--- src/rtl/game_ctrl_if.sv ---
// Player/frame inputs and status outputs of the game controller.
// btn is a level; refr_tick, hit and miss are single-clock pulses, sampled on the rising clk edge.
interface game_ctrl_if;
  logic [1:0] btn;
  logic       refr_tick;
  logic       hit;
  logic       miss;
  logic       gra_still;
  logic [1:0] state;
  logic [2:0] lives_left;
  logic [7:0] score_bcd;
  logic       timer_busy;

  modport master (
    output btn, refr_tick, hit, miss,
    input  gra_still, state, lives_left, score_bcd, timer_busy
  );

  modport slave (
    input  btn, refr_tick, hit, miss,
    output gra_still, state, lives_left, score_bcd, timer_busy
  );
endinterface

--- src/rtl/game_ctrl.sv ---
// Game flow controller: new game / play / new ball / game over with a refresh-tick hold-off.
// Define GAME_SCORE_EN to compile in the two-digit BCD score counter.
module game_ctrl #(
  parameter int unsigned LIVES       = 3,
  parameter int unsigned TIMER_TICKS = 120
) (
  input  logic        clk,
  input  logic        reset,
  game_ctrl_if.slave  bus
);

  typedef enum logic [1:0] {
    NEWGAME = 2'd0,
    PLAY    = 2'd1,
    NEWBALL = 2'd2,
    OVER    = 2'd3
  } state_t;

  localparam logic [2:0] LIVES_INIT = 3'(LIVES);
  localparam logic [7:0] TICKS_INIT = 8'(TIMER_TICKS);

  state_t     state_q, state_d;
  logic [2:0] lives_q, lives_d;
  logic [7:0] timer_q, timer_d;

  always_ff @(posedge clk or posedge reset) begin
    if (reset) begin
      state_q <= NEWGAME;
      lives_q <= LIVES_INIT;
      timer_q <= 8'd0;
    end else begin
      state_q <= state_d;
      lives_q <= lives_d;
      timer_q <= timer_d;
    end
  end

  always_comb begin
    state_d = state_q;
    lives_d = lives_q;
    timer_d = timer_q;
    if (bus.refr_tick && (timer_q != 8'd0))
      timer_d = timer_q - 8'd1;
    unique case (state_q)
      NEWGAME: begin
        if (bus.btn != 2'b00) begin
          state_d = PLAY;
          lives_d = LIVES_INIT;
        end
      end
      PLAY: begin
        // A miss reloads the hold-off, overriding any tick in the same cycle.
        if (bus.miss) begin
          timer_d = TICKS_INIT;
          if (lives_q > 3'd1) begin
            lives_d = lives_q - 3'd1;
            state_d = NEWBALL;
          end else begin
            lives_d = 3'd0;
            state_d = OVER;
          end
        end
      end
      NEWBALL: begin
        if ((bus.btn != 2'b00) && (timer_q == 8'd0))
          state_d = PLAY;
      end
      OVER: begin
        if (timer_q == 8'd0)
          state_d = NEWGAME;
      end
      default: state_d = NEWGAME;
    endcase
  end

`ifdef GAME_SCORE_EN
  logic [7:0] score_q;
  logic       start;
  logic       score_inc;

  assign start     = (state_q == NEWGAME) && (bus.btn != 2'b00);
  assign score_inc = (state_q == PLAY) && bus.hit;

  // BCD increment with saturation at 99.
  always_ff @(posedge clk or posedge reset) begin
    if (reset) begin
      score_q <= 8'h00;
    end else if (start) begin
      score_q <= 8'h00;
    end else if (score_inc && (score_q != 8'h99)) begin
      if (score_q[3:0] == 4'd9)
        score_q <= {score_q[7:4] + 4'd1, 4'd0};
      else
        score_q <= {score_q[7:4], score_q[3:0] + 4'd1};
    end
  end

  assign bus.score_bcd = score_q;
`else
  assign bus.score_bcd = 8'h00;
`endif

  assign bus.state      = state_q;
  assign bus.gra_still  = (state_q != PLAY);
  assign bus.lives_left = lives_q;
  assign bus.timer_busy = (timer_q != 8'd0);

endmodule

--- src/flat_wrapper.sv ---
// flat-port wrapper written by rule: the top's interface ports become plain ports
module game_ctrl_flat 
#(
  parameter int unsigned LIVES       = 3,
  parameter int unsigned TIMER_TICKS = 120
)
  (clk, reset, bus_btn, bus_refr_tick, bus_hit, bus_miss, bus_gra_still, bus_state, bus_lives_left, bus_score_bcd, bus_timer_busy);
  game_ctrl_if bus_i ();
  input  logic clk;
  input  logic reset;
  input wire logic [$bits(bus_i.btn)-1:0] bus_btn;
  input wire logic [$bits(bus_i.refr_tick)-1:0] bus_refr_tick;
  input wire logic [$bits(bus_i.hit)-1:0] bus_hit;
  input wire logic [$bits(bus_i.miss)-1:0] bus_miss;
  output wire logic [$bits(bus_i.gra_still)-1:0] bus_gra_still;
  output wire logic [$bits(bus_i.state)-1:0] bus_state;
  output wire logic [$bits(bus_i.lives_left)-1:0] bus_lives_left;
  output wire logic [$bits(bus_i.score_bcd)-1:0] bus_score_bcd;
  output wire logic [$bits(bus_i.timer_busy)-1:0] bus_timer_busy;
  assign bus_i.btn = bus_btn;
  assign bus_i.refr_tick = bus_refr_tick;
  assign bus_i.hit = bus_hit;
  assign bus_i.miss = bus_miss;
  assign bus_gra_still = bus_i.gra_still;
  assign bus_state = bus_i.state;
  assign bus_lives_left = bus_i.lives_left;
  assign bus_score_bcd = bus_i.score_bcd;
  assign bus_timer_busy = bus_i.timer_busy;
  game_ctrl #(.LIVES(LIVES), .TIMER_TICKS(TIMER_TICKS)) u_core (.clk(clk), .reset(reset), .bus(bus_i));
endmodule
--- config.mk ---
export PLATFORM = sky130hd
export DESIGN_NAME = game_ctrl_flat
export DESIGN_NICKNAME = d
export VERILOG_FILES = /design/src/rtl/game_ctrl_if.sv /design/src/rtl/game_ctrl.sv /design/src/flat_wrapper.sv
export SDC_FILE = /design/constraint.sdc
export NUM_CORES = 1
export LEC_CHECK = 0
export BUFFER_PORTS_ARGS = -buffer_cell sky130_fd_sc_hd__buf_4
export CAP_MARGIN = 15
export CORE_MARGIN = 4
export CORE_UTILIZATION = 54
export DETAILED_ROUTE_END_ITERATION = 8
export PLACE_DENSITY = 0.82
export SLEW_MARGIN = 20
export SYNTH_ARGS = -nofsm -noshare
export SYNTH_HDL_FRONTEND = slang
export SYNTH_SLANG_ARGS = --single-unit
--- constraint.sdc ---
create_clock -name clk -period 5.3 [get_ports clk]
set_input_delay 0 -clock clk [delete_from_list [all_inputs] [get_ports clk]]
set_output_delay 0 -clock clk [all_outputs]
set_load 0.01 [all_outputs]
==> impl_metrics.yaml, run 1 <==
critical_path:
  rr_worst_depth: 6
  crit_type: "flop to flop"
  critPathLaunch: "u_core.timer_q[0]"
  reg2reg_slack_ns: 3.33
  path_max_fanout: 4
  required_ns: 5.46
  end_kind: "flop"
  cp-start-kind: "flop"
  timing.rr.start: "u_core.timer_q[0]"
  critical_path_arrival_ns: 2.13
  r2r-end: "u_core.timer_q[5]"
run_status:
  status: "finished, final reports clean"
clock_tree:
  cts_buffer_depth: 2
  htreeDepth: 1
  cts_buffers: 3
  clk_latency_ns: 0.28
  ctsResizeCount: 0
  numClockSinks: 13
  path_clk_slew_ns: 0.09
  tritoncts: "done"
  clock_tree.root_cell: "clkbuf_4"
layout:
  syn_to_final_growth_pct: 15.1
  diodes: 0
  fillers: 110
  layout-drive-gt1-share_pct: 21.9
  layout.nets: 116
logic_synthesis:
  synthTopCellsByArea: "dfrtp_1 (34%), buf_4 (7.5%), dfstp_2 (6.5%)"
  yosys_warnings: 0
  syn_avg_cell_area_sq_um: 9.16
  synthTopCellsByCount: "dfrtp_1 (11), o21ai_0 (10), nor2_1 (9), buf_4 (8), inv_1 (6)"
  synth_edf_count: 0
  synth_area_sq_um: 806
  netlist_instances: 88
  synth_most_common_cell: "dfrtp_1"
  synth_top_cell_area_share_pct: 34.2
  synth_area_leader_cell: "dfrtp_1"
  synth.distinct_cells: 33
  synth-seq-area-share_pct: 40.7
  synth-seq-cells: 13
  dominantRegCellSynth: "dfrtp_1"
  async_flop_share_pct: 100
detailed_routing:
  drt_iter0_markers: 26
  wl_microns: 1600
  via_per_inst: 5.68
  ant_nets: 0
  via_count: 681
  drcViolationCount: 0
  dr.pass1.iters: 4
  wl_per_cell_microns: 13.3
global_routing:
  grt_pass1_vias: 641
  track_usage_pct: 17.1
  grt_overflow_total: 0
  antenna_found_initial: 0
  grt_max_degree: 14
  grt_pass1_wl_microns: 2680
power:
  pwr-share-comb_pct: 39.1
  ir_drop_uv: 262
  seq_power_share_pct: 45.5
  sw_frac_of_total_pct: 39.4
  powerDensity_nw_per_um2: 442
  p_leak_nw: 0.412
  clkPwrFrac_pct: 15.4
  intPower_w: 0.000248
  p_sw_w: 0.000161
floorplan:
  dieArea_sq_um: 2170
  dieWidth_microns: 46.6
  rows: 13
  core_area_sq_um: 1350
  die_h_microns: 46.6
  initial_core_util_pct: 59.7
  io_pins: 22
sta:
  grt_setup_unrepaired: "no"
  worst_pin_slew_ns: 0.584
  fin_crit_ns: 1.97
  hold_viol_final: 0
  setup_tns_ns: 0
  finalSetupViolations: 0
  skew_ns: 0.00618
  final_max_slew_viol_count: 0
  holdWs_ns: 0.0550
  period_share_pct: 37.2
  relSlewSlack_pct: 60.8
  post-route-worst-setup-slack_ns: 3.33
  fmax_mhz: 507
hold_path:
  worstHoldStart: "bus_btn[0]"
  min_path_cells: 3
  hold_class: "primary input to flop"
  hold_end: "u_core.bus.state[0]"
placed_design:
  gp_congestion: 0.777
  port_buffers: 12
  hpwl_microns: 1220
  dp_slack_ns: 3.35
flow_run:
  max_cap_violations: 0
[worst max path at each step]
| stage | end | slack, ns |
|---|---|---|
| final | u_core.timer_q[5] | 3.33 |
| after global routing | u_core.timer_q[5] | 3.22 |
| after detailed placement | u_core.timer_q[5] | 3.35 |
| after CTS | u_core.timer_q[5] | 3.34 |
| after floorplan | u_core.timer_q[5] | 3.46 |
| after global placement | u_core.timer_q[5] | 3.39 |
[critical path: stages, from the launching register on]
cell	delay [ns]
dfrtp_1	0.38
inv_1	0.12
ha_1	0.21
or3b_2	0.50
o2111ai_2	0.23
nor3_1	0.07
or3b_1	0.34
[power groups by stage]
stage	registers [W]	logic (W)	clock network (W)
3_5_place_dp	0.000186	0.000159	0
5_1_grt	0.000192	0.000181	0.0000696
3_3_place_gp	0.000184	0.000153	0
6_report	0.000186	0.000160	0.0000632
2_1_floorplan	0.000182	0.000114	0
4_1_cts	0.000185	0.000161	0.0000657
[logic make-up after synthesis]
logic type / synth area share, %
buffers and inverters: 10.2
xor gates and xnor gates: 3.26
adders and majority gates: 4.66
AOI/OAI and AO/OA: 15.5
DFF: 40.7
other: 0.465
muxes: 1.24
and+or+nand+nor: 23.9
[layout by cell type, fill, tap and decap left out, types with 2 or more instances in the layout]
cell type,instances
nor3_1,4
buf_4,12
inv_1,6
dfstp_2,2
o21ai_0,10
conb_1,8
clkbuf_4,3
dlygate4sd3_1,2
a21oi_1,2
nand2_1,3
nor4b_1,2
o21a_1,2
nand3_1,4
dfrtp_1,11
nor2_1,9
or2_2,2
ha_1,3
xnor2_1,2
[final cells by class]
type	count	area, sq um	share of cell area, %
Sequential cell	13	328	35.4
Timing Repair Buffer	14	110	11.9
Clock buffer	4	26.3	2.83
Inverter	6	22.5	2.43
Multi-Input combinational cell	68	422	45.5
Tap cell	15	18.8	2.02
[through the flow]
step                cells  total power [W]  util (%)  area, sq um
finish                120         0.000410      68.7          927
detailed placement    114         0.000345      65.2          881
CTS                   120         0.000412      68.7          927
global placement      114         0.000337      65.2          881
floorplan              95         0.000296         -          832
global route          120         0.000443      68.7          927
[flip-flops by register name, summed over array words and instances (netlist names)]
signal and count:
u_core.timer_q 8, u_core.bus.state 2, u_core.bus.lives_left 3
[what timing repair did]
item / in CTS / in global routing
hold buffers: 2 / 0
setup buffers: 0 / 0
hold endpoints to repair: 12 / 0
endpoints found under the setup margin: 0 / 0
[metal layers]
layer	share of wire [%]	vias to the layer above	global-route usage (%)
li1	-	331	-
met1	45	323	21.8
met2	46	21	28.0
met3	6.6	6	2.34
met4	1.6	0	8.29
met5	0	-	0
Power figures use the tool's default switching activity.
==> inputs of run 2 (changes only) <==
--- a/config.mk
+++ b/config.mk
@@ -5,12 +5,13 @@
 export SDC_FILE = /design/constraint.sdc
 export NUM_CORES = 1
 export LEC_CHECK = 0
+export ABC_AREA = 1
 export BUFFER_PORTS_ARGS = -buffer_cell sky130_fd_sc_hd__buf_4
 export CAP_MARGIN = 15
 export CORE_MARGIN = 4
-export CORE_UTILIZATION = 54
+export CORE_UTILIZATION = 51
 export DETAILED_ROUTE_END_ITERATION = 8
-export PLACE_DENSITY = 0.82
+export PLACE_DENSITY = 0.77
 export SLEW_MARGIN = 20
 export SYNTH_ARGS = -nofsm -noshare
 export SYNTH_HDL_FRONTEND = slang
==> constraint.sdc (replaced) <==
create_clock -name clk -period 1.95 [get_ports clk]
set_input_delay 0 -clock clk [delete_from_list [all_inputs] [get_ports clk]]
set_output_delay 0 -clock clk [all_outputs]
set_load 0.01 [all_outputs]
==> run 2 against run 1 <==
  * First-iteration DRC count decreased by 69%
  * Core utilization decreased by 6.4 points
  * Register-to-register slack got worse by 3.0 ns
  * Die area increased by 12%
  * Non-clock buffer count decreased by 1
  * Synthesized cell count increased by 34%
  * Via count increased by 4.0%
  * Clock skew decreased by 0.0024 ns
  * Critical path depth increased by 2
  * Power increased to 3.3 times the previous value
  * Combinational power increased to 4.1 times the previous value
  * Highest routed layer unchanged
==> impl_metrics.yaml, run 2 <==
detailed_routing:
  wl_per_cell_microns: 10.4
  via_per_inst: 4.75
  dr.pass1.iters: 4
  drcViolationCount: 0
  wl_microns: 1560
  ant_nets: 0
  via_count: 708
  drt_iter0_markers: 8
floorplan:
  initial_core_util_pct: 55.8
  io_pins: 22
  core_area_sq_um: 1560
  die_h_microns: 49.3
  rows: 14
  dieWidth_microns: 49.3
  dieArea_sq_um: 2430
critical_path:
  reg2reg_slack_ns: 0.32
  rr_worst_depth: 8
  required_ns: 2.10
  timing.rr.start: "u_core.timer_q[0]"
  cp-start-kind: "flop"
  critical_path_arrival_ns: 1.78
  crit_type: "flop to flop"
  end_kind: "flop"
  r2r-end: "u_core.timer_q[6]"
  path_max_fanout: 11
power:
  clkPwrFrac_pct: 12.3
  sw_frac_of_total_pct: 43.0
  powerDensity_nw_per_um2: 1380
  seq_power_share_pct: 39.2
  pwr-share-comb_pct: 48.5
  intPower_w: 0.000765
  ir_drop_uv: 714
  p_leak_nw: 0.520
  p_sw_w: 0.000577
  p_total_w: 0.00134
global_routing:
  grt_pass1_vias: 641
  grt_max_degree: 14
  grt_pass1_wl_microns: 2680
  track_usage_pct: 14.2
  antenna_found_initial: 0
  grt_overflow_total: 0
logic_synthesis:
  async_flop_share_pct: 100
  synthTopCellsByCount: "nand2_1 (29), inv_1 (19), dfrtp_1 (11), nand3_1 (9), nor2_1 (9)"
  synth.distinct_cells: 24
  synth_area_leader_cell: "dfrtp_1"
  synth_area_sq_um: 870
  netlist_instances: 118
  yosys_warnings: 0
  synth_edf_count: 0
  synth_most_common_cell: "nand2_1"
  syn_avg_cell_area_sq_um: 7.37
  dominantRegCellSynth: "dfrtp_1"
  synth_top_cell_area_share_pct: 31.7
  synth-seq-cells: 13
  synthTopCellsByArea: "dfrtp_1 (32%), nand2_1 (13%), inv_1 (8.2%)"
  synth-seq-area-share_pct: 37.7
sta:
  relSlewSlack_pct: 65.8
  fin_crit_ns: 1.63
  fmax_mhz: 613
  hold_viol_final: 0
  finalSetupViolations: 0
  grt_setup_unrepaired: "no"
  final_max_slew_viol_count: 0
  period_share_pct: 83.7
  setup_tns_ns: 0
  worst_pin_slew_ns: 0.513
  skew_ns: 0.00379
clock_tree:
  cts_buffers: 3
  clk_latency_ns: 0.27
  cts_hold_buf: 1
  ctsResizeCount: 0
  numClockSinks: 13
  post_cts_buffers: 0
  path_clk_slew_ns: 0.08
  tritoncts: "done"
  htreeDepth: 1
  cts_buffer_depth: 2
  clock_tree.root_cell: "clkbuf_4"
hold_path:
  hold_class: "primary input to flop"
  worstHoldStart: "bus_refr_tick"
  min_path_cells: 4
  hold_end: "u_core.timer_q[2]"
layout:
  regMostFlops: "u_core.timer_q"
  layout_common_cells: "nand2_1 (29), inv_1 (19), buf_4 (12)"
  layout-drive-gt1-share_pct: 20.3
  diodes: 0
  syn_to_final_growth_pct: 11.7
  layout.nets: 144
  largest_reg_flops: 8
  final_common_cell: "nand2_1"
placed_design:
  gp_congestion: 0.817
  hpwl_microns: 1240
  port_buffers: 12
run_status:
  status: "finished, final reports clean"
flow_run:
  max_cap_violations: 0
==> run 2: cell count changes in the layout (fill, tap and decap cells not counted), sizes merged, moves of 4 or more <==
cell   previous run  this run
o21ai            10         4
nand3             4         9
nand2             3        30
nor2              9        15
inv               6        20
nor3              4         0
==> run 2: critical path, stage by stage, from the launching register on <==
cell,delay [ns]
dfrtp_1,0.37
inv_1,0.08
ha_1,0.25
nand3_1,0.11
nor2_2,0.05
nor2_2,0.31
inv_1,0.17
nand2_1,0.09
nand3_1,0.07
==> run 2: how the worst max path moves through the flow <==
stage	endpoint	slack, ns	cells after the start	start
6_report	u_core.timer_q[6]	0.32	8	u_core.timer_q[0]
5_1_grt	u_core.timer_q[6]	0.17	8	u_core.timer_q[0]
4_1_cts	u_core.timer_q[6]	0.33	8	u_core.timer_q[0]
3_5_place_dp	u_core.timer_q[6]	0.34	8	u_core.timer_q[0]
3_3_place_gp	u_core.timer_q[6]	0.36	8	u_core.timer_q[0]
2_1_floorplan	u_core.bus.state[0]	0.63	7	u_core.timer_q[0]
==> run 2: power groups by stage <==
stage / Combinational, W / Sequential (W) / Clock (W)
2_1_floorplan: 0.000474 / 0.000534 / 0
3_3_place_gp: 0.000634 / 0.000526 / 0
3_5_place_dp: 0.000655 / 0.000532 / 0
4_1_cts: 0.000658 / 0.000527 / 0.000172
5_1_grt: 0.000747 / 0.000547 / 0.000181
6_report: 0.000650 / 0.000526 / 0.000165
==> run 2: logic make-up (layout without fill, tap and decap cells) <==
family	Yosys count	in the layout	share of synthesized area, %
AND/OR/NAND/NOR	58	58	30.2
flip-flops	13	13	37.7
other	1	8	0.431
adder cells (fa/ha/maj)	3	3	4.32
XOR/XNOR	2	2	2.01
buffers and inverters	29	37	16.8
AO/OA/AOI/OAI	12	12	8.49
==> run 2: through the flow <==
stage / cell area [sq um] / hold WS, ns / setup slack [ns] / util, % / cells
finish: 971 / 0.00943 / 0.318 / 62.3 / 149
CTS: 971 / 0.00660 / 0.328 / 62.3 / 149
detailed placement: 935 / 0.0697 / 0.339 / 60.0 / 144
global route: 971 / 0.0255 / 0.172 / 62.3 / 149
floorplan: 896 / -0.124 / 0.628 / - / 125
global placement: 935 / 0.0609 / 0.362 / 60.0 / 144
==> run 2: per-layer routing <==
layer | GRT usage [%] | vias up | wire [microns]
met1 | 17.6 | 312 | 784
met2 | 23.4 | 16 | 680
met4 | 4.27 | 0 | 10
li1 | - | 378 | -
met3 | 4.28 | 2 | 81
met5 | 0 | - | 0
==> run 2: area by class of cell <==
class	count	area, sq um
Multi-Input combinational cell	83	422
Fill cell	151	588
Timing Repair Buffer	13	100
Tap cell	16	20.0
Clock buffer	4	26.3
Inverter	20	75.1
Sequential cell	13	328
